<file path="src/rtl/cpu_sequencer.sv">
`default_nettype none
// ============================================================================
// Module   : cpu_sequencer
// Brief    : Multi-cycle FETCH/DECODE/EXECUTE/WRITEBACK sequencer, 8-bit ALU.
// Revision : 1.0
// ============================================================================
module cpu_sequencer #(
    parameter logic [7:0] PC_RESET = 8'h00
) (
    input  logic        clk,
    input  logic        rst_n,
    output logic        imem_req,
    output logic [7:0]  imem_addr,
    input  logic        imem_valid,
    input  logic [15:0] imem_rdata,
    output logic [2:0]  rf_raddr1,
    output logic [2:0]  rf_raddr2,
    input  logic [7:0]  rf_rdata1,
    input  logic [7:0]  rf_rdata2,
    output logic        rf_we,
    output logic [2:0]  rf_waddr,
    output logic [7:0]  rf_wdata,
    output logic        zero_flag,
    output logic        carry_flag,
    output logic        halted,
    output logic        retire,
    output logic        illegal_op
);

    typedef enum logic [2:0] {
        S_FETCH     = 3'd0,
        S_DECODE    = 3'd1,
        S_EXECUTE   = 3'd2,
        S_WRITEBACK = 3'd3,
        S_HALT      = 3'd4
    } state_t;

    state_t      r_state;
    logic [7:0]  r_pc;
    logic [15:0] r_ir;
    logic [7:0]  r_result;
    logic        r_zero;
    logic        r_carry;
    logic        r_rf_we;
    logic        r_retire;
    logic        r_illegal;
    logic        r_halted;

    logic [3:0]  w_op;
    logic [7:0]  w_imm;
    logic [8:0]  w_sum;
    logic [8:0]  w_diff;
    logic [7:0]  w_result;
    logic        w_zero;
    logic        w_carry;
    logic        w_writes;
    logic        w_illegal;

    assign w_op      = r_ir[15:12];
    assign w_imm     = r_ir[7:0];
    assign w_sum     = {1'b0, rf_rdata1} + {1'b0, rf_rdata2};
    // Bit 8 of the 9-bit difference is the borrow out, i.e. rs1 < rs2.
    assign w_diff    = {1'b0, rf_rdata1} - {1'b0, rf_rdata2};
    assign w_writes  = (w_op != 4'h0) && (w_op <= 4'h7);
    assign w_illegal = (w_op >= 4'h9) && (w_op <= 4'hE);

    always_comb begin
        w_result = r_result;
        w_zero   = r_zero;
        w_carry  = r_carry;
        case (w_op)
            4'h1: w_result = w_imm;
            4'h2: w_result = rf_rdata1;
            4'h3: begin
                w_result = w_sum[7:0];
                w_carry  = w_sum[8];
                w_zero   = (w_sum[7:0] == 8'h00);
            end
            4'h4: begin
                w_result = w_diff[7:0];
                w_carry  = w_diff[8];
                w_zero   = (w_diff[7:0] == 8'h00);
            end
            4'h5: begin
                w_result = rf_rdata1 & rf_rdata2;
                w_carry  = 1'b0;
                w_zero   = ((rf_rdata1 & rf_rdata2) == 8'h00);
            end
            4'h6: begin
                w_result = rf_rdata1 | rf_rdata2;
                w_carry  = 1'b0;
                w_zero   = ((rf_rdata1 | rf_rdata2) == 8'h00);
            end
            4'h7: begin
                w_result = rf_rdata1 ^ rf_rdata2;
                w_carry  = 1'b0;
                w_zero   = ((rf_rdata1 ^ rf_rdata2) == 8'h00);
            end
            default: ;
        endcase
    end

    always_ff @(posedge clk or negedge rst_n) begin
        if (!rst_n) begin
            r_state   <= S_FETCH;
            r_pc      <= PC_RESET;
            r_ir      <= 16'h0000;
            r_result  <= 8'h00;
            r_zero    <= 1'b0;
            r_carry   <= 1'b0;
            r_rf_we   <= 1'b0;
            r_retire  <= 1'b0;
            r_illegal <= 1'b0;
            r_halted  <= 1'b0;
        end else begin
            r_rf_we   <= 1'b0;
            r_retire  <= 1'b0;
            r_illegal <= 1'b0;
            case (r_state)
                S_FETCH: begin
                    if (imem_valid) begin
                        r_ir    <= imem_rdata;
                        r_state <= S_DECODE;
                    end
                end
                S_DECODE: r_state <= S_EXECUTE;
                S_EXECUTE: begin
                    r_result <= w_result;
                    r_zero   <= w_zero;
                    r_carry  <= w_carry;
                    if (w_op == 4'hF) begin
                        r_halted <= 1'b1;
                        r_state  <= S_HALT;
                    end else begin
                        // Pulses are set here so they appear exactly in WRITEBACK.
                        r_rf_we   <= w_writes;
                        r_retire  <= 1'b1;
                        r_illegal <= w_illegal;
                        r_state   <= S_WRITEBACK;
                    end
                end
                S_WRITEBACK: begin
                    r_pc    <= (w_op == 4'h8) ? w_imm : r_pc + 8'd1;
                    r_state <= S_FETCH;
                end
                S_HALT: r_state <= S_HALT;
                default: r_state <= S_FETCH;
            endcase
        end
    end

    assign imem_req   = (r_state == S_FETCH);
    assign imem_addr  = r_pc;
    assign rf_raddr1  = r_ir[8:6];
    assign rf_raddr2  = r_ir[5:3];
    assign rf_we      = r_rf_we;
    assign rf_waddr   = r_ir[11:9];
    assign rf_wdata   = r_result;
    assign zero_flag  = r_zero;
    assign carry_flag = r_carry;
    assign halted     = r_halted;
    assign retire     = r_retire;
    assign illegal_op = r_illegal;

endmodule
`default_nettype wire
</file>
<file path="config.mk">
export PLATFORM = sky130hd
export DESIGN_NAME = cpu_sequencer
export DESIGN_NICKNAME = d
export VERILOG_FILES = /design/src/rtl/cpu_sequencer.sv
export SDC_FILE = /design/constraint.sdc
export NUM_CORES = 1
export LEC_CHECK = 0
export ABC_AREA = 0
export CAP_MARGIN = 20
export CORE_UTILIZATION = 56
export DETAILED_ROUTE_END_ITERATION = 10
export PLACE_DENSITY_LB_ADDON = 0.1
export SLEW_MARGIN = 40
export SYNTH_ARGS = -nofsm -noshare
export SYNTH_HDL_FRONTEND = slang
export SYNTH_SLANG_ARGS = --single-unit
</file>
<file path="constraint.sdc">
create_clock -name clk -period 5.6 [get_ports clk]
set_input_delay 1.68 -clock clk [delete_from_list [all_inputs] [get_ports clk]]
set_output_delay 1.68 -clock clk [all_outputs]
set_load 0.1 [all_outputs]
</file>
* Word level (Yosys, flattened, before mapping)
Index checks and enable logic that the tools add are counted.
** Storage, ports and cells
- Word-level logic and storage cells :: 64
- Input port bits :: 35
- Output and inout port bits :: 32
- Bits in registers :: 41
** Cells by class
- Bitwise gates (word level) :: 3
- Muxes and demuxes :: 13
- Equality and inequality tests :: 14
- Add/subtract/negate cells :: 3
- Reduce and logical (&&, ||, !) cells :: 18
- Order comparisons :: 3
** Operators by type and width (count)
- $pmux 8 s7 :: 1
- $logic_not 8->1 :: 5
- $eq 4x3->1 const B :: 4
- $pmux 3 s4 :: 1
- $reduce_and 2->1 :: 5
- $add 8x8->9 :: 1
- $sub 8x8->9 :: 1
- $add 8x1->8 const B :: 1
- $and 8x8->8 :: 1
- $eq 4x2->1 const B :: 2
- $eq 4x4->1 const B :: 2
- $mux 8 :: 1
- $or 8x8->8 :: 1
- $xor 8x8->8 :: 1
- $reduce_bool 7->1 :: 1
- $eq 3x2->1 const B :: 2
- $mux 1 :: 6
- $mux 3 :: 2
- $pmux 1 s5 :: 1
- $reduce_bool 5->1 :: 1
- $eq 4x1->1 const B :: 1
- $ge 4x4->1 const B :: 1
- $le 4x3->1 const B :: 1
- $le 4x4->1 const B :: 1
- 9 further kinds :: 10

* Depth between registers and ports, before layout
Gate-level depths: netlist (run 1).
- Depth in word-level cells :: 4
- Gate-level depth with buffers :: 10
- Mapped depth without buffers :: 10

* Least setup slack after synthesis (run 1)
OpenSTA, ideal clock, no wires.
- Kind :: flip-flop to output port
- Start :: register r_state[1]
- End :: output port imem_req
- Required time :: 3.920 ns
- Buffers on the path :: 1
- Slack :: 1.267 ns
- Arrival :: 2.653 ns
- Cell stages (with the launch flop) :: 3
- Cell sequence :: dfrtp_1 -> clkbuf_1 -> nor3_1
** On the way
- Cells in the longest elaborated chain, start to end :: 1
** Ends and longest elaborated chain
- from (decl) :: RTL line 38 : state_t r_state;
- from (signal assigned) :: RTL line 105 : r_state <= S_FETCH;
- from (signal assigned) :: RTL line 123 : r_state <= S_DECODE;
- from (signal assigned) :: RTL line 126 : S_DECODE: r_state <= S_EXECUTE;
- $logic_not 3->1 :: RTL line 152 : assign imem_req = (r_state == S_FETCH);
- to (decl) :: RTL line 12 : output logic imem_req,
No other way between the ends.

* Final worst setup path (run 1)
- Start :: input port rf_rdata2[0]
- End :: register r_zero, in the netlist zero_flag
** On the way
- Cells in the longest elaborated chain, start to end :: 3
- Elaborated cells on any way between the ends :: 11
- Classes of those cells :: add/sub: 2; mux: 1; bitwise: 3; reduce/logical: 5
** Ends and longest elaborated chain
- from (decl) :: RTL line 19 : input logic [7:0] rf_rdata2,
- $sub 8x8->9, or another cell as far along :: RTL line 63 : assign w_diff = {1'b0, rf_rdata1} - {1'b0, rf_rdata2};
- $logic_not 8->1 (on tied branches)
- $pmux 1 s5 * :: RTL line 71 : case (w_op)
- to (signal assigned) :: RTL line 129 : r_zero <= w_zero;
- to (decl) :: RTL line 42 : logic r_zero;
Every way passes the cells marked *; elsewhere a longest branch is shown, timed or not.
A chain may end at the register's enable or synchronous reset.

==> impl_results.md, run 1 <==
- Die Height: between 70 and 80 um
- Ports: between 60 and 70
- Area Growth Syn to Fin: 16.5%
- IO Port Bufs: 66
- Post-Synthesis Cells: 395
- RR Endpoint: zero_flag
- First-pass GRT wire length: 15.1 mm
- Min-Delay Startpoint: halted
- Post-detail-place hpwl: 7.03 mm
- TritonCTS clock tree: yes
- CP peak stage delay: approximately 0.51 ns
- Layout cells sized above 1: 0.142
- Vias in the first global route: about 3,100
- Reg2reg path depth: 6
- Clk_lat worst skew: roughly 0.3 ns
- Yosys reg bits: 41
- Hold Crit Class: reg -> reg
- CP Launch Type: input port
- Site row count: 27
- Most Frequent Cell on Critical Path: or4_1
- RR Startpoint: r_ir[14]
- Global Route Usage Sum: 0.316
- Syn_nets: between 400 and 500
- Post-CTS Setup Repair Bufs: 0
- YS warnings: 0
- Largest net degree at the start of global routing: 42
- Top FF cell, synth: dfrtp_1
- H-tree levels: 2
- Period utilization: 0.744
- Gp weighted congestion: between 1 and 1.5
- Synth area leaders: dfrtp_1 31%, ha_1 9.5%, o21ai_0 5.2%
- Post-CTS Resized: 0
- Detailed-route via count: about 3,200
- Clock skew: roughly 0.0064 ns
- Wirelength, routed: about 9 mm
- Detailed Routing Iterations Pass 1: 5
- Crit. Startpoint: rf_rdata2[0]
- CP Capture Type: flip-flop
- Overflow after GRT: 0
- Clk buf depth: 2
- # nets final: approximately 500
- Worst Path Max Fanout: 4
- Achievable Freq: 240 MHz
- Max-slew headroom: 0.441
- Worst path cell trace: clkdlybuf4s50_1, ha_1, inv_1, fa_1, nor2b_1, o31a_1, a21oi_1, or4_1, or4_1, o211ai_2
- Asr flop ratio synth: 1.00
- Die W: a little under 80 um
- Initial Util: 0.591
- Number of synthesized flops with an enable pin: 0
- WS Path Type: in -> reg
- Dominant cell type by area after synthesis: dfrtp_1
- Synth Cell Area: about 0.0033 mm^2
- Per-cell routed wire length: ~18 um
- Clk slew on worst S/H paths: 0.08 ns
- Count of cell types in the netlist: between 60 and 70
- Worst Max-Slew Pin Slew: 0.838 ns
- Hold Path Depth: 1
- Post-place setup slack: 1.16 ns
- Post-synth top area share: 0.312
- Syn_area_per_cell: 8.34 um^2
- Sequential share of the synthesized area: 0.312
- Routed Antenna Nets: 0
- Iteration-0 DRC Markers: about 240
- Final hold vios: 0
- Number of hold buffers added after cts: 0
- CP max stage cell: clkdlybuf4s50_1
- Fin. max-slew vios: 0
- Hold Path End: halted
- CTS root buf: clkbuf_8
- Via-to-Cell Ratio: between 6 and 7
- Min Tclk post-route: about 4.2 ns
- Status: complete, no violations
- Setup ws final: 1.43 ns
- TNS Setup: 0 ns
- RSZ-0062 raised after global routing: false
- R2R setup slack: 2.74 ns
- DRC errors left: 0
- Final Setup Violations: 0
- TritonCTS Buffers: 5
- Worst path arrival time: between 4 and 5 ns
- Total core area: between 0.005 and 0.006 mm^2
- Initial antenna violation count: 0
- Critical path required time: 5.82 ns
- # clock sinks: 41
- Die area: 0.00619 mm^2
- # diodes: 0
- Maxcap violations: 0
## cells in the mapped netlist (4+ instances only)
| master | n |
|---|---|
| or3_1 | 5 |
| inv_1 | 30 |
| o22ai_1 | 6 |
| xnor2_1 | 5 |
| nor2_1 | 35 |
| o21ai_0 | 34 |
| or4_1 | 7 |
| o221ai_1 | 4 |
| nand2b_1 | 8 |
| a21oi_1 | 30 |
| nor4_1 | 4 |
| nand3_1 | 10 |
| o21a_1 | 4 |
| dfrtp_1 | 41 |
| mux2_2 | 13 |
| clkbuf_1 | 17 |
| a211oi_1 | 4 |
| a22oi_1 | 4 |
| a31oi_1 | 7 |
| nand2_1 | 23 |
| nor3_1 | 13 |
| buf_4 | 9 |
| ha_1 | 25 |
## how the worst max path moves through the flow
stage,cells past startpoint,to,slack [ns]
floorplan,2,imem_req,1.27
global placement,9,zero_flag,1.22
detailed placement,10,zero_flag,1.16
CTS,10,zero_flag,1.47
global route,10,zero_flag,1.28
finish,10,zero_flag,1.43
## critical path, delay by kind of cell
kind | cells | cell delay (ns)
and+or+nand+nor | 3 | 1.10
adders and majority gates | 2 | 0.67
buffers and inverters | 2 | 0.61
AOI/OAI and AO/OA | 3 | 0.32
## state kept, by name (all words and copies together) (netlist names)
register / flops
r_ir: 16
imem_addr: 8
rf_wdata: 8
r_state: 3
carry_flag: 1
halted: 1
illegal_op: 1
retire: 1
rf_we: 1
zero_flag: 1
## cell families (layout without fill, tap and decap cells)
family | after synthesis | after routing | synth area share
buffers and inverters | 62 | 105 | 0.0859
muxes | 14 | 14 | 0.0475
xor gates and xnor gates | 7 | 7 | 0.0186
AOI/OAI and AO/OA | 120 | 120 | 0.232
adders and majority gates | 27 | 27 | 0.107
and+or+nand+nor | 124 | 124 | 0.198
DFF | 41 | 41 | 0.312
## routing by layer
metal	global-route usage	up-vias	part of all wire
met1	0.387	1480	0.41
met5	0	-	0
li1	-	1497	-
met3	0.0651	30	0.072
met2	0.530	153	0.48
met4	0.148	0	0.037
## through the flow
step	hold slack (ns)	util	std cells	cell area, um^2
after CTS	0.491	0.688	510	3830
after detailed placement	0.469	0.666	502	3710
after global routing	0.525	0.688	510	3840
final	0.481	0.688	510	3840
after floorplan	0.482	-	395	3290
after global placement	0.462	0.695	502	3870
## placed cells by master (no fill, tap or decap), types with 4 or more instances in the layout
| cell | netlist | routed |
|---|---|---|
| a211oi_1 | 4 | 4 |
| a21oi_1 | 30 | 30 |
| a22oi_1 | 4 | 4 |
| a31oi_1 | 7 | 7 |
| buf_2 | 1 | 32 |
| clkbuf_8 | 0 | 6 |
| clkdlybuf4s50_1 | 0 | 33 |
| dfrtp_1 | 41 | 41 |
| ha_1 | 25 | 25 |
| inv_1 | 30 | 30 |
| mux2_2 | 13 | 13 |
| nand2_1 | 23 | 23 |
| nand2b_1 | 8 | 8 |
| nand3_1 | 10 | 10 |
| nor2_1 | 35 | 35 |
| nor3_1 | 13 | 13 |
| nor4_1 | 4 | 4 |
| o21a_1 | 4 | 4 |
| o21ai_0 | 34 | 34 |
| o221ai_1 | 4 | 4 |
| o22ai_1 | 6 | 6 |
| or3_1 | 5 | 5 |
| or4_1 | 7 | 7 |
| xnor2_1 | 5 | 5 |
## layout make-up
| class | count | area (um^2) |
|---|---|---|
| Multi-Input combinational cell | 292 | 1990 |
| Fill cell | 466 | 1740 |
| Inverter | 31 | 116 |
| Clock buffer | 6 | 82.6 |
| Tap cell | 72 | 90.1 |
| Timing Repair Buffer | 66 | 498 |
| Sequential cell | 41 | 1030 |
| Clock inverter | 2 | 37.5 |
Power of run 1 is left out: the tool's default activity adds up to more than one toggle a clock period on the data nets, which glitch-free logic cannot reach.
==> inputs of run 2 (changes only) <==
CORE_UTILIZATION = 47   (was 56)
clock period = 3.8 ns   (was 5.6 ns; I/O delays follow)
==> impl_results.md, run 2 (same netlist as run 1, synthesis figures left out) <==
- Status: complete, no violations (unchanged)
- Post-place setup slack: 0.000965 ns (was 1.16 ns)
- Finished Cell Area: 0.00403 mm^2 (was 0.00384 mm^2)
- Flip-flop count of the largest register after layout: 16 (unchanged)
- Layout cells sized above 1: 0.170 (was 0.142)
- End-of-flow core utilization: 0.594 (was 0.688)
- Die area: 0.00735 mm^2 (was 0.00619 mm^2)
- Most common cell after layout, fill and taps aside: buf_4 (was dfrtp_1)
- Total core area: 0.00679 mm^2 (was 0.00557 mm^2)
- Achievable Freq: 285 MHz
- Biggest register: r_ir (unchanged)
- IO Port Bufs: 66 (unchanged)
- CP Launch Type: input port (unchanged)
- CP Capture Type: flip-flop (unchanged)
- Period utilization: 0.923
- Detailed Routing Iterations Pass 1: 5 (unchanged)
- WS Path Type: in -> reg (unchanged)
- Hold Path Depth: 2 (was 1)
- Post-CTS Resized: 0 (unchanged)
- Max-slew headroom: 0.507 (was 0.441)
- RR Startpoint: r_ir[15] (was r_ir[14])
- Initial Util: 0.485 (was 0.591)
- Ports: 67 (unchanged)
- Reg2reg path depth: 6 (unchanged)
- Clk buf depth: 2 (unchanged)
- Die W: 85.7 um (was 78.7 um)
- H-tree levels: 2 (unchanged)
- Min Tclk post-route: around 3.5 ns
- Worst Path Max Fanout: 3 (was 4)
- Setup ws final: 0.294 ns (was 1.43 ns)
- TritonCTS clock tree: yes (unchanged)
- Iteration-0 DRC Markers: 159 (was 238)
- # clock sinks: 41 (unchanged)
- Placed cell area: 0.00395 mm^2 (was 0.00371 mm^2)
- Post-detail-place hpwl: 7.13 mm (was 7.03 mm)
- Overflow after GRT: 0 (unchanged)
- Global Route Usage Sum: 0.261 (was 0.316)
- RSZ-0062 raised after global routing: false (unchanged)
- Routed Antenna Nets: 0 (unchanged)
- CTS root buf: clkbuf_8 (unchanged)
- RR Endpoint: zero_flag (unchanged)
- Worst path arrival time: 3.73 ns (was 4.39 ns)
- Min-Delay Startpoint: rf_wdata[5] (was halted)
- # diodes: 0 (unchanged)
- Via-to-Cell Ratio: 5.76 (was 6.20)
- Per-cell routed wire length: 16.9 um (was 18.1 um)
- Maxcap violations: 0 (unchanged)
- First-pass GRT wire length: 15.0 mm (was 15.1 mm)
- Final hold vios: 0 (unchanged)
- Hold Crit Class: reg -> reg (unchanged)
- Most frequent cells in the layout: 49 x buf_4, 41 x dfrtp_1, 35 x nor2_1 (was 41 x dfrtp_1, 35 x nor2_1, 34 x o21ai_0)
- DRC errors left: 0 (unchanged)
- Die Height: 85.7 um (was 78.7 um)
- # nets final: 515 (was 499)
- TritonCTS Buffers: 5 (unchanged)
- Gp weighted congestion: 0.936 (was 1.05)
- Detailed-route via count: 3,167 (was 3,160)
- Fin. max-slew vios: 0 (unchanged)
- Final Setup Violations: 0 (unchanged)
- Vias in the first global route: 2,981 (was 3,103)
- Worst Max-Slew Pin Slew: 0.739 ns (was 0.838 ns)
- TNS Setup: 0 ns (unchanged)
- Area Growth Syn to Fin: 22.5% (was 16.5%)
- Site row count: 30 (was 27)
- Critical path required time: 4.02 ns (was 5.82 ns)
- Wirelength, routed: 9.32 mm (was 9.25 mm)
- R2R setup slack: 0.95 ns (was 2.74 ns)
- Clk_lat worst skew: 0.29 ns (was 0.30 ns)
- Clock skew: 0.00249 ns (was 0.00638 ns)
- Hold Path End: rf_wdata[5] (was halted)
- Number of hold buffers added after cts: 0 (unchanged)
- Largest net degree at the start of global routing: 42 (unchanged)
- Clk slew on worst S/H paths: 0.08 ns (about the same)
- Post-CTS Setup Repair Bufs: 0 (unchanged)
- Initial antenna violation count: 0 (unchanged)
==> run 2: cell count changes in the layout (fill, tap and decap cells not counted) <==
| cell | previous run | this run |
|---|---|---|
| buf_4 | 1 | 49 |
| buf_2 | 32 | 0 |
| clkinv_2 | 0 | 2 |
| and2_1 | 1 | 2 |
| and2_2 | 1 | 0 |
| bufinv_16 | 1 | 0 |
| clkbuf_1 | 0 | 1 |
| clkbuf_8 | 6 | 5 |
| clkinvlp_4 | 1 | 0 |
| nor3_1 | 13 | 12 |
| nor3_2 | 0 | 1 |
==> run 2: metrics by stage <==
stage / std cells / hold slack [ns]
after global routing: 550 / 0.520
final: 550 / 0.498
after global placement: 542 / 0.465
after detailed placement: 542 / 0.478
after floorplan: 395 / 0.482
after CTS: 550 / 0.495
==> run 2: final cells by class <==
class	count	area [um^2]
well taps	96	120
clock buffers	6	72.6
flip-flops and latches	41	1030
fillers	629	2760
multi-input cells	292	1990
inverters	31	116
repair buffers	82	698
clock inverters	2	10.0
==> run 2: worst max-delay path, cell delays in order <==
cell and delay [ns]:
clkdlybuf4s50_1 0.50, ha_1 0.20, inv_1 0.09, fa_1 0.43, nor2b_1 0.16, o31a_1 0.16
a21oi_1 0.06, or4_1 0.41, or4_1 0.51, o211ai_2 0.07
==> run 2: worst max-delay path by stage <==
stage	start	end	slack [ns]	cells past startpoint
floorplan	rf_rdata2[3]	zero_flag	0.65	9
global placement	rf_rdata1[0]	zero_flag	0.04	10
detailed placement	rf_rdata2[0]	zero_flag	0.001	10
CTS	rf_rdata2[0]	zero_flag	0.30	10
global route	rf_rdata2[0]	zero_flag	0.16	10
finish	rf_rdata2[0]	zero_flag	0.29	10
==> run 2: per-layer routing <==
| layer | track usage | up-vias | routed length [um] |
|---|---|---|---|
| li1 | - | 1524 | - |
| met1 | 0.346 | 1502 | 4140 |
| met2 | 0.442 | 124 | 4490 |
| met3 | 0.0250 | 17 | 456 |
| met4 | 0.0955 | 0 | 235 |
| met5 | 0 | - | 0 |
Power of run 2 is left out for the same reason.
